==> config.mk <==
export PLATFORM = sky130hd
export DESIGN_NAME = sha_round_seq_flat
export DESIGN_NICKNAME = d
export VERILOG_FILES = /design/src/rtl/sha_round_seq_pkg.sv /design/src/rtl/sha_round_seq_if.sv /design/src/rtl/sha_round_seq.sv /design/src/flat_wrapper.sv
export SDC_FILE = /design/constraint.sdc
export NUM_CORES = 1
export LEC_CHECK = 0
export ABC_AREA = 0
export BUFFER_PORTS_ARGS = -buffer_cell sky130_fd_sc_hd__buf_2
export CAP_MARGIN = 0
export CORE_ASPECT_RATIO = 2
export CORE_MARGIN = 10
export CORE_UTILIZATION = 30
export DETAILED_ROUTE_END_ITERATION = 12
export GPL_ROUTABILITY_DRIVEN = 0
export PLACE_DENSITY = 0.49
export SYNTH_ARGS = -nofsm -noshare
export SYNTH_HDL_FRONTEND = slang
export SYNTH_SLANG_ARGS = --single-unit
==> constraint.sdc <==
create_clock -name clk -period 3.05 [get_ports clk]
set_clock_uncertainty 0.15 [all_clocks]
set_input_delay 0.1525 -clock clk [delete_from_list [all_inputs] [get_ports clk]]
set_output_delay 0.1525 -clock clk [all_outputs]
set_load 0.02 [all_outputs]
==> src/rtl/sha_round_seq_pkg.sv <==
// Shared definitions for the SHA round sequencer: state encoding, standard
// terminal counts and default widths.
package sha_seq_pkg;

  localparam int DEF_CNT_W = 7;

  // Terminal round index for each supported digest family.
  localparam int SHA256_LAST = 63;
  localparam int SHA512_LAST = 79;

  typedef logic [1:0] seq_state_t;

  localparam logic [1:0] ST_IDLE = 2'b00;
  localparam logic [1:0] ST_RUN  = 2'b01;
  localparam logic [1:0] ST_DONE = 2'b10;

endpackage

==> src/rtl/sha_round_seq_if.sv <==
// Control-side bundle between the SHA control FSM (master) and the round
// sequencer (slave).
interface sha_round_seq_if
  import sha_seq_pkg::*;
#(
  parameter int CNT_W = DEF_CNT_W
);

  // Handshake: i_start is a request without a ready signal. It is accepted
  // on the rising edge where the sequencer is in IDLE or DONE, or in RUN when
  // count == last and i_hold is low; otherwise it is ignored. i_last_cnt is
  // only meaningful on that accepting edge. i_abort wins over everything.
  logic             i_start;
  logic [CNT_W-1:0] i_last_cnt;
  logic             i_hold;
  logic             i_abort;
  logic [CNT_W-1:0] count;
  logic             flag;
  logic             o_busy;
  logic             o_done;
  logic             o_sched_sel;

  modport master (
    output i_start, i_last_cnt, i_hold, i_abort,
    input  count, flag, o_busy, o_done, o_sched_sel
  );

  modport slave (
    input  i_start, i_last_cnt, i_hold, i_abort,
    output count, flag, o_busy, o_done, o_sched_sel
  );

endinterface

==> src/rtl/sha_round_seq.sv <==
// Round address sequencer for SHA-256/512 with start/hold/abort and chaining.
// Optional completed-block counter enabled by defining SHA_SEQ_BLKCNT_EN.
module sha_round_seq
  import sha_seq_pkg::*;
#(
  parameter int CNT_W       = DEF_CNT_W,
  parameter int MAX_CNT     = SHA512_LAST,
`ifdef SHA_SEQ_BLKCNT_EN
  parameter int BLK_W       = 16,
`endif
  parameter int SCHED_SPLIT = 16
) (
  input  logic             clk,
  input  logic             reset_n,
  sha_round_seq_if.slave   bus,
`ifdef SHA_SEQ_BLKCNT_EN
  input  logic             i_blk_clr,
  output logic [BLK_W-1:0] o_blk_cnt,
`endif
  output logic [1:0]       dbg_state
);

  localparam logic [CNT_W-1:0] MAX_Q   = CNT_W'(MAX_CNT);
  localparam logic [31:0]      SPLIT_W = 32'(SCHED_SPLIT);

  seq_state_t       state_q;
  logic [CNT_W-1:0] count_q;
  logic [CNT_W-1:0] last_q;
  logic             flag_q;
  logic             done_q;

  logic [CNT_W-1:0] last_clamped;
  logic             term_hit;

  // Oversized run-time terminal counts fall back to the largest legal one,
  // which also keeps count from ever reaching the wrap point.
  assign last_clamped = (bus.i_last_cnt > MAX_Q) ? MAX_Q : bus.i_last_cnt;

  assign term_hit = (state_q == ST_RUN) && !bus.i_hold && !bus.i_abort &&
                    (count_q == last_q);

  always_ff @(posedge clk or negedge reset_n) begin
    if (!reset_n) begin
      state_q <= ST_IDLE;
      count_q <= '0;
      last_q  <= '0;
      flag_q  <= 1'b0;
      done_q  <= 1'b0;
    end else begin
      flag_q <= 1'b0;
      if (bus.i_abort) begin
        state_q <= ST_IDLE;
        count_q <= '0;
        done_q  <= 1'b0;
      end else begin
        case (state_q)
          ST_IDLE, ST_DONE: begin
            if (bus.i_start) begin
              state_q <= ST_RUN;
              count_q <= '0;
              last_q  <= last_clamped;
              done_q  <= 1'b0;
            end
          end
          ST_RUN: begin
            if (term_hit) begin
              flag_q <= 1'b1;
              // A start in the terminal cycle chains the next block with
              // no idle cycle in between.
              if (bus.i_start) begin
                count_q <= '0;
                last_q  <= last_clamped;
              end else begin
                state_q <= ST_DONE;
                done_q  <= 1'b1;
              end
            end else if (!bus.i_hold) begin
              count_q <= count_q + 1'b1;
            end
          end
          default: begin
            state_q <= ST_IDLE;
            count_q <= '0;
            done_q  <= 1'b0;
          end
        endcase
      end
    end
  end

`ifdef SHA_SEQ_BLKCNT_EN
  logic [BLK_W-1:0] blk_cnt_q;

  // Counts on the same edge that raises flag; clear takes precedence.
  always_ff @(posedge clk or negedge reset_n) begin
    if (!reset_n) begin
      blk_cnt_q <= '0;
    end else if (i_blk_clr) begin
      blk_cnt_q <= '0;
    end else if (term_hit && (blk_cnt_q != {BLK_W{1'b1}})) begin
      blk_cnt_q <= blk_cnt_q + 1'b1;
    end
  end

  assign o_blk_cnt = blk_cnt_q;
`endif

  assign bus.count       = count_q;
  assign bus.flag        = flag_q;
  assign bus.o_done      = done_q;
  assign bus.o_busy      = (state_q == ST_RUN);
  assign bus.o_sched_sel = (state_q == ST_RUN) && (32'(count_q) < SPLIT_W);
  assign dbg_state       = state_q;

endmodule

==> src/flat_wrapper.sv <==
// flat-port wrapper written by rule: the top's interface ports become plain ports
module sha_round_seq_flat import sha_seq_pkg::*;
#(
  parameter int CNT_W       = DEF_CNT_W,
  parameter int MAX_CNT     = SHA512_LAST,

  parameter int SCHED_SPLIT = 16
)
  (clk, reset_n, dbg_state, bus_i_start, bus_i_last_cnt, bus_i_hold, bus_i_abort, bus_count, bus_flag, bus_o_busy, bus_o_done, bus_o_sched_sel);
  sha_round_seq_if #(.CNT_W(CNT_W)) bus_i ();
  input  logic clk;
  input  logic reset_n;
  output logic [1:0] dbg_state;
  input wire logic [$bits(bus_i.i_start)-1:0] bus_i_start;
  input wire logic [$bits(bus_i.i_last_cnt)-1:0] bus_i_last_cnt;
  input wire logic [$bits(bus_i.i_hold)-1:0] bus_i_hold;
  input wire logic [$bits(bus_i.i_abort)-1:0] bus_i_abort;
  output wire logic [$bits(bus_i.count)-1:0] bus_count;
  output wire logic [$bits(bus_i.flag)-1:0] bus_flag;
  output wire logic [$bits(bus_i.o_busy)-1:0] bus_o_busy;
  output wire logic [$bits(bus_i.o_done)-1:0] bus_o_done;
  output wire logic [$bits(bus_i.o_sched_sel)-1:0] bus_o_sched_sel;
  assign bus_i.i_start = bus_i_start;
  assign bus_i.i_last_cnt = bus_i_last_cnt;
  assign bus_i.i_hold = bus_i_hold;
  assign bus_i.i_abort = bus_i_abort;
  assign bus_count = bus_i.count;
  assign bus_flag = bus_i.flag;
  assign bus_o_busy = bus_i.o_busy;
  assign bus_o_done = bus_i.o_done;
  assign bus_o_sched_sel = bus_i.o_sched_sel;
  sha_round_seq #(.CNT_W(CNT_W), .MAX_CNT(MAX_CNT), .SCHED_SPLIT(SCHED_SPLIT)) u_core (.clk(clk), .reset_n(reset_n), .bus(bus_i), .dbg_state(dbg_state));
endmodule
==> tab_implementation.tex <==
\begin{tabular}{lr}
\hline
Metric & Value \\
\hline
\multicolumn{2}{l}{\textbf{Global route}} \\
\quad Total gr overflow & 0 \\
\quad Wire length of the first global-routing pass & 5.340 mm \\
\quad Pin count of the biggest net entering global routing & 18 \\
\quad Via count of the first global-routing pass & 1106 \\
\quad Initial antenna violation count & 0 \\
\quad GRT Overall Usage & 0.09670 \\
\multicolumn{2}{l}{\textbf{Setup path}} \\
\quad Maximum fanout along the worst path & 8 \\
\quad Peak per-stage delay on the critical path & 0.58 ns \\
\quad Critical Path Start Type & flip-flop \\
\quad WP data arrival & 2.37 ns \\
\quad Critical-path cell with the highest stage delay & sky130\_fd\_sc\_hd\_\_or4b\_4 \\
\quad Kind of critical path & flip-flop to flip-flop \\
\quad Setup slack on the worst flop-to-flop path & 0.68 ns \\
\quad Critical Path RT & 3.04 ns \\
\quad Endpoint type of the worst setup path & flip-flop \\
\quad Ordered list of cells on the worst path & or4b\_4, nor2\_2, nand4\_2, a211o\_1, mux2\_4 \\
\multicolumn{2}{l}{\textbf{STA}} \\
\quad Fin crit share & 0.7784 \\
\quad Max Clock Freq & 421.2 MHz \\
\quad RSZ-0062 raised after global routing & no \\
\quad Setup violation total in the final timing report & 0 \\
\quad Final Slew Violations & 0 \\
\quad Slew @ Worst Pin & 0.4172 ns \\
\quad Tightest slew margin relative to the limit & 0.7189 \\
\quad Number of hold violations in the final report & 0 \\
\quad Setup TNS & 0 ns \\
\quad Minimum clock period & 2.374 ns \\
\multicolumn{2}{l}{\textbf{Route}} \\
\quad DRC violation count after routing & 0 \\
\quad Final Routed Wirelength & 3.146 mm \\
\quad Vias after detailed routing & 1010 \\
\quad Routed len/inst & 16.13 µm \\
\quad Antenna Nets Post-Route & 0 \\
\quad Total iterations of the first detailed-routing run & 4 \\
\quad Detailed-route vias per instance & 5.179 \\
\quad Initial DRC count & 24 \\
\multicolumn{2}{l}{\textbf{Clock tree}} \\
\quad Maximum level of the CTS H-tree & 1 \\
\quad Num Clock Sinks & 17 \\
\quad Reg clk slew, reported paths & 0.07 ns \\
\quad Cts bufs inserted & 3 \\
\quad Clock latency of the later-clocked register in the worst-skew pair & 0.25 ns \\
\quad CTS root buffer & sky130\_fd\_sc\_hd\_\_clkbuf\_8 \\
\quad Clock tree from TritonCTS & done \\
\quad Post-CTS resize count & 0 \\
\quad Buffers inserted during post-CTS setup optimization & 0 \\
\quad Largest buffer count on any clock path & 2 \\
\multicolumn{2}{l}{\textbf{Power}} \\
\quad Highest ir drop seen on vdd & 0.0002271 V \\
\quad Power per Cell Area & 398.0 nW/µm² \\
\quad Leak Pwr & 0.6506 nW \\
\multicolumn{2}{l}{\textbf{Placement}} \\
\quad Count of input and output buffers & 24 \\
\quad Dpl hpwl & 2.444 mm \\
\quad Placed instance count & 190 \\
\multicolumn{2}{l}{\textbf{Synth}} \\
\quad Share of the synthesized area in the top cell type & 0.3716 \\
\quad Synthesized flop and latch total & 17 \\
\quad Post-synthesis instance total & 122 \\
\quad Warning count from the yosys run & 0 \\
\quad Synthesized net count & 135 \\
\quad Number of flops mapped to enable cells by yosys & 0 \\
\quad Library cell occupying the most area in the post-synthesis netlist & sky130\_fd\_sc\_hd\_\_dfrtp\_1 \\
\quad Largest cells by area after synthesis & sky130\_fd\_sc\_hd\_\_dfrtp\_1 37\%, sky130\_fd\_sc\_hd\_\_mux2\_4 9.2\%, sky130\_fd\_sc\_hd\_\_xor2\_1 5.4\% \\
\quad Post-Syn Area & 1145 µm² \\
\quad Share of synthesized area occupied by flip-flops and latches & 0.3716 \\
\quad Library cells used by synthesis & 39 \\
\quad Main flop type after synthesis & sky130\_fd\_sc\_hd\_\_dfrtp\_1 \\
\quad Async S/R FF share, synth & 1.000 \\
\quad Average instance area after synthesis & 9.384 µm² \\
\multicolumn{2}{l}{\textbf{Run status}} \\
\quad Run status & finished, final reports clean \\
\multicolumn{2}{l}{\textbf{Worst hold path}} \\
\quad Class of the tightest hold or removal check & input port to flip-flop \\
\multicolumn{2}{l}{\textbf{Die}} \\
\quad Vertical die dimension & 107.4 µm \\
\quad Area of the die & 6837 µm² \\
\quad Core Box Area & 3646 µm² \\
\quad Starting density of the core & 0.3140 \\
\quad Num rows & 31 \\
\quad Die span in x & 63.68 µm \\
\quad Boundary pin count & 25 \\
\multicolumn{2}{l}{\textbf{Layout}} \\
\quad Post-Layout Cell Count & 195 \\
\quad Layout net count & 160 \\
\quad Layout cell share with drive strength beyond 1 & 0.2808 \\
\quad Layout area overhead & 19.13\% \\
\quad Fill cells & 401 \\
\quad N\_diodes & 0 \\
\multicolumn{2}{l}{\textbf{Job}} \\
\quad Number of maximum-capacitance constraint violations & 0 \\
\hline
\end{tabular}
## cells in the mapped netlist, drive strengths merged (2+ instances only)
library cell  instances
o21ai                 7
mux2                  7
nand3b                4
buf                   2
a21oi                 5
o211ai                2
nand4                 3
nand3                 4
and3                  3
inv                   4
o2111ai               2
nand2                 5
nor2                 11
xor2                  7
nor2b                 4
a31oi                 2
nand2b                6
a22oi                 2
a211o                 2
nor3                  3
nand4b                2
dfrtp                17
clkbuf                6
## kinds of logic (layout without fill, tap and decap cells)
group / count (synthesis) / count (layout) / share of synthesized area
AO/OA/AOI/OAI: 27 / 27 / 0.1563
XOR/XNOR: 7 / 7 / 0.05355
adder cells (fa/ha/maj): 1 / 1 / 0.01093
buffers and inverters: 12 / 36 / 0.04918
flip-flops: 17 / 17 / 0.3716
multiplexers: 7 / 7 / 0.09180
AND/OR/NAND/NOR: 51 / 51 / 0.2667
## cell usage in the layout (no fill, tap or decap), types with 5 or more instances in the layout
master                     netlist  layout
sky130_fd_sc_hd__xor2_1          7       7
sky130_fd_sc_hd__nor2_1         10      10
sky130_fd_sc_hd__o21ai_0         5       5
sky130_fd_sc_hd__a21oi_1         5       5
sky130_fd_sc_hd__nand2b_1        6       6
sky130_fd_sc_hd__buf_2           0      24
sky130_fd_sc_hd__mux2_4          7       7
sky130_fd_sc_hd__dfrtp_1        17      17
sky130_fd_sc_hd__nand2_1         5       5
## stage by stage
stage / hold slack, ns / power, mW / worst slack [ns] / util / cell area, µm²
2_1_floorplan: -0.2931 / 0.3427 / 0.6877 / - / 1145
3_3_place_gp: -0.04543 / 0.3742 / 0.7246 / 0.3586 / 1308
3_5_place_dp: -0.03947 / 0.3769 / 0.6970 / 0.3586 / 1308
4_1_cts: 0.01953 / 0.5521 / 0.6692 / 0.3741 / 1364
5_1_grt: 0.03107 / 0.5684 / 0.6007 / 0.3741 / 1364
6_report: 0.02457 / 0.5428 / 0.6758 / 0.3741 / 1364
## power by group
group	leakage [nW]	switching, mW	internal (mW)
Combinational	0.406	0.0581	0.0543
Sequential	0.219	0.0155	0.245
Clock	0.0255	0.0795	0.0907
Total	0.651	0.153	0.390
## registers in the layout (all words and copies together), names as in the netlist
name	count
u_core.bus.o_done	1
u_core.last_q	7
u_core.dbg_state	1
u_core.bus.count	7
u_core.bus.flag	1
## worst paths after layout
check                                        from                   to  cells past startpoint
worst max-delay path            u_core.bus.o_done     u_core.last_q[6]                      5
worst min-delay path            bus_i_last_cnt[6]     u_core.last_q[6]                      2
worst max register to register  u_core.bus.o_done     u_core.last_q[6]                      5
worst min register to register   u_core.last_q[1]     u_core.last_q[1]                      1
max in group asynchronous                 reset_n     u_core.last_q[6]                      2
min in group asynchronous                 reset_n  u_core.bus.count[5]                      2
## routing by layer
layer	routed length, µm	vias to the layer above	global-route usage
met2	1660	35	0.1749
met3	153	7	0.02503
met4	61	0	0.04245
li1	-	493	-
met5	0	-	0
met1	1270	475	0.1012
## final cells by class
type                            count  area [µm²]  area share
Clock buffer                        3       41.29     0.03028
Clock inverter                      1       5.005    0.003670
Inverter                            4       15.01     0.01101
Multi-Input combinational cell     93       663.1      0.4862
Sequential cell                    17       425.4      0.3119
Tap cell                           49       61.31     0.04495
Timing Repair Buffer               28       152.6      0.1119
## critical path: cells and delay by family, from the launching register on
family	cells	cell delay, ns
flops	1	0.45
mux	1	0.35
simple gates	3	0.84
compound gates	1	0.48
## timing repair
item                                    in CTS  in global routing
endpoints found under the setup margin       0                  0
hold buffers                                 1                  0
endpoints found under the hold margin       17                  0
Note: power is estimated with default switching activity, not from simulation.
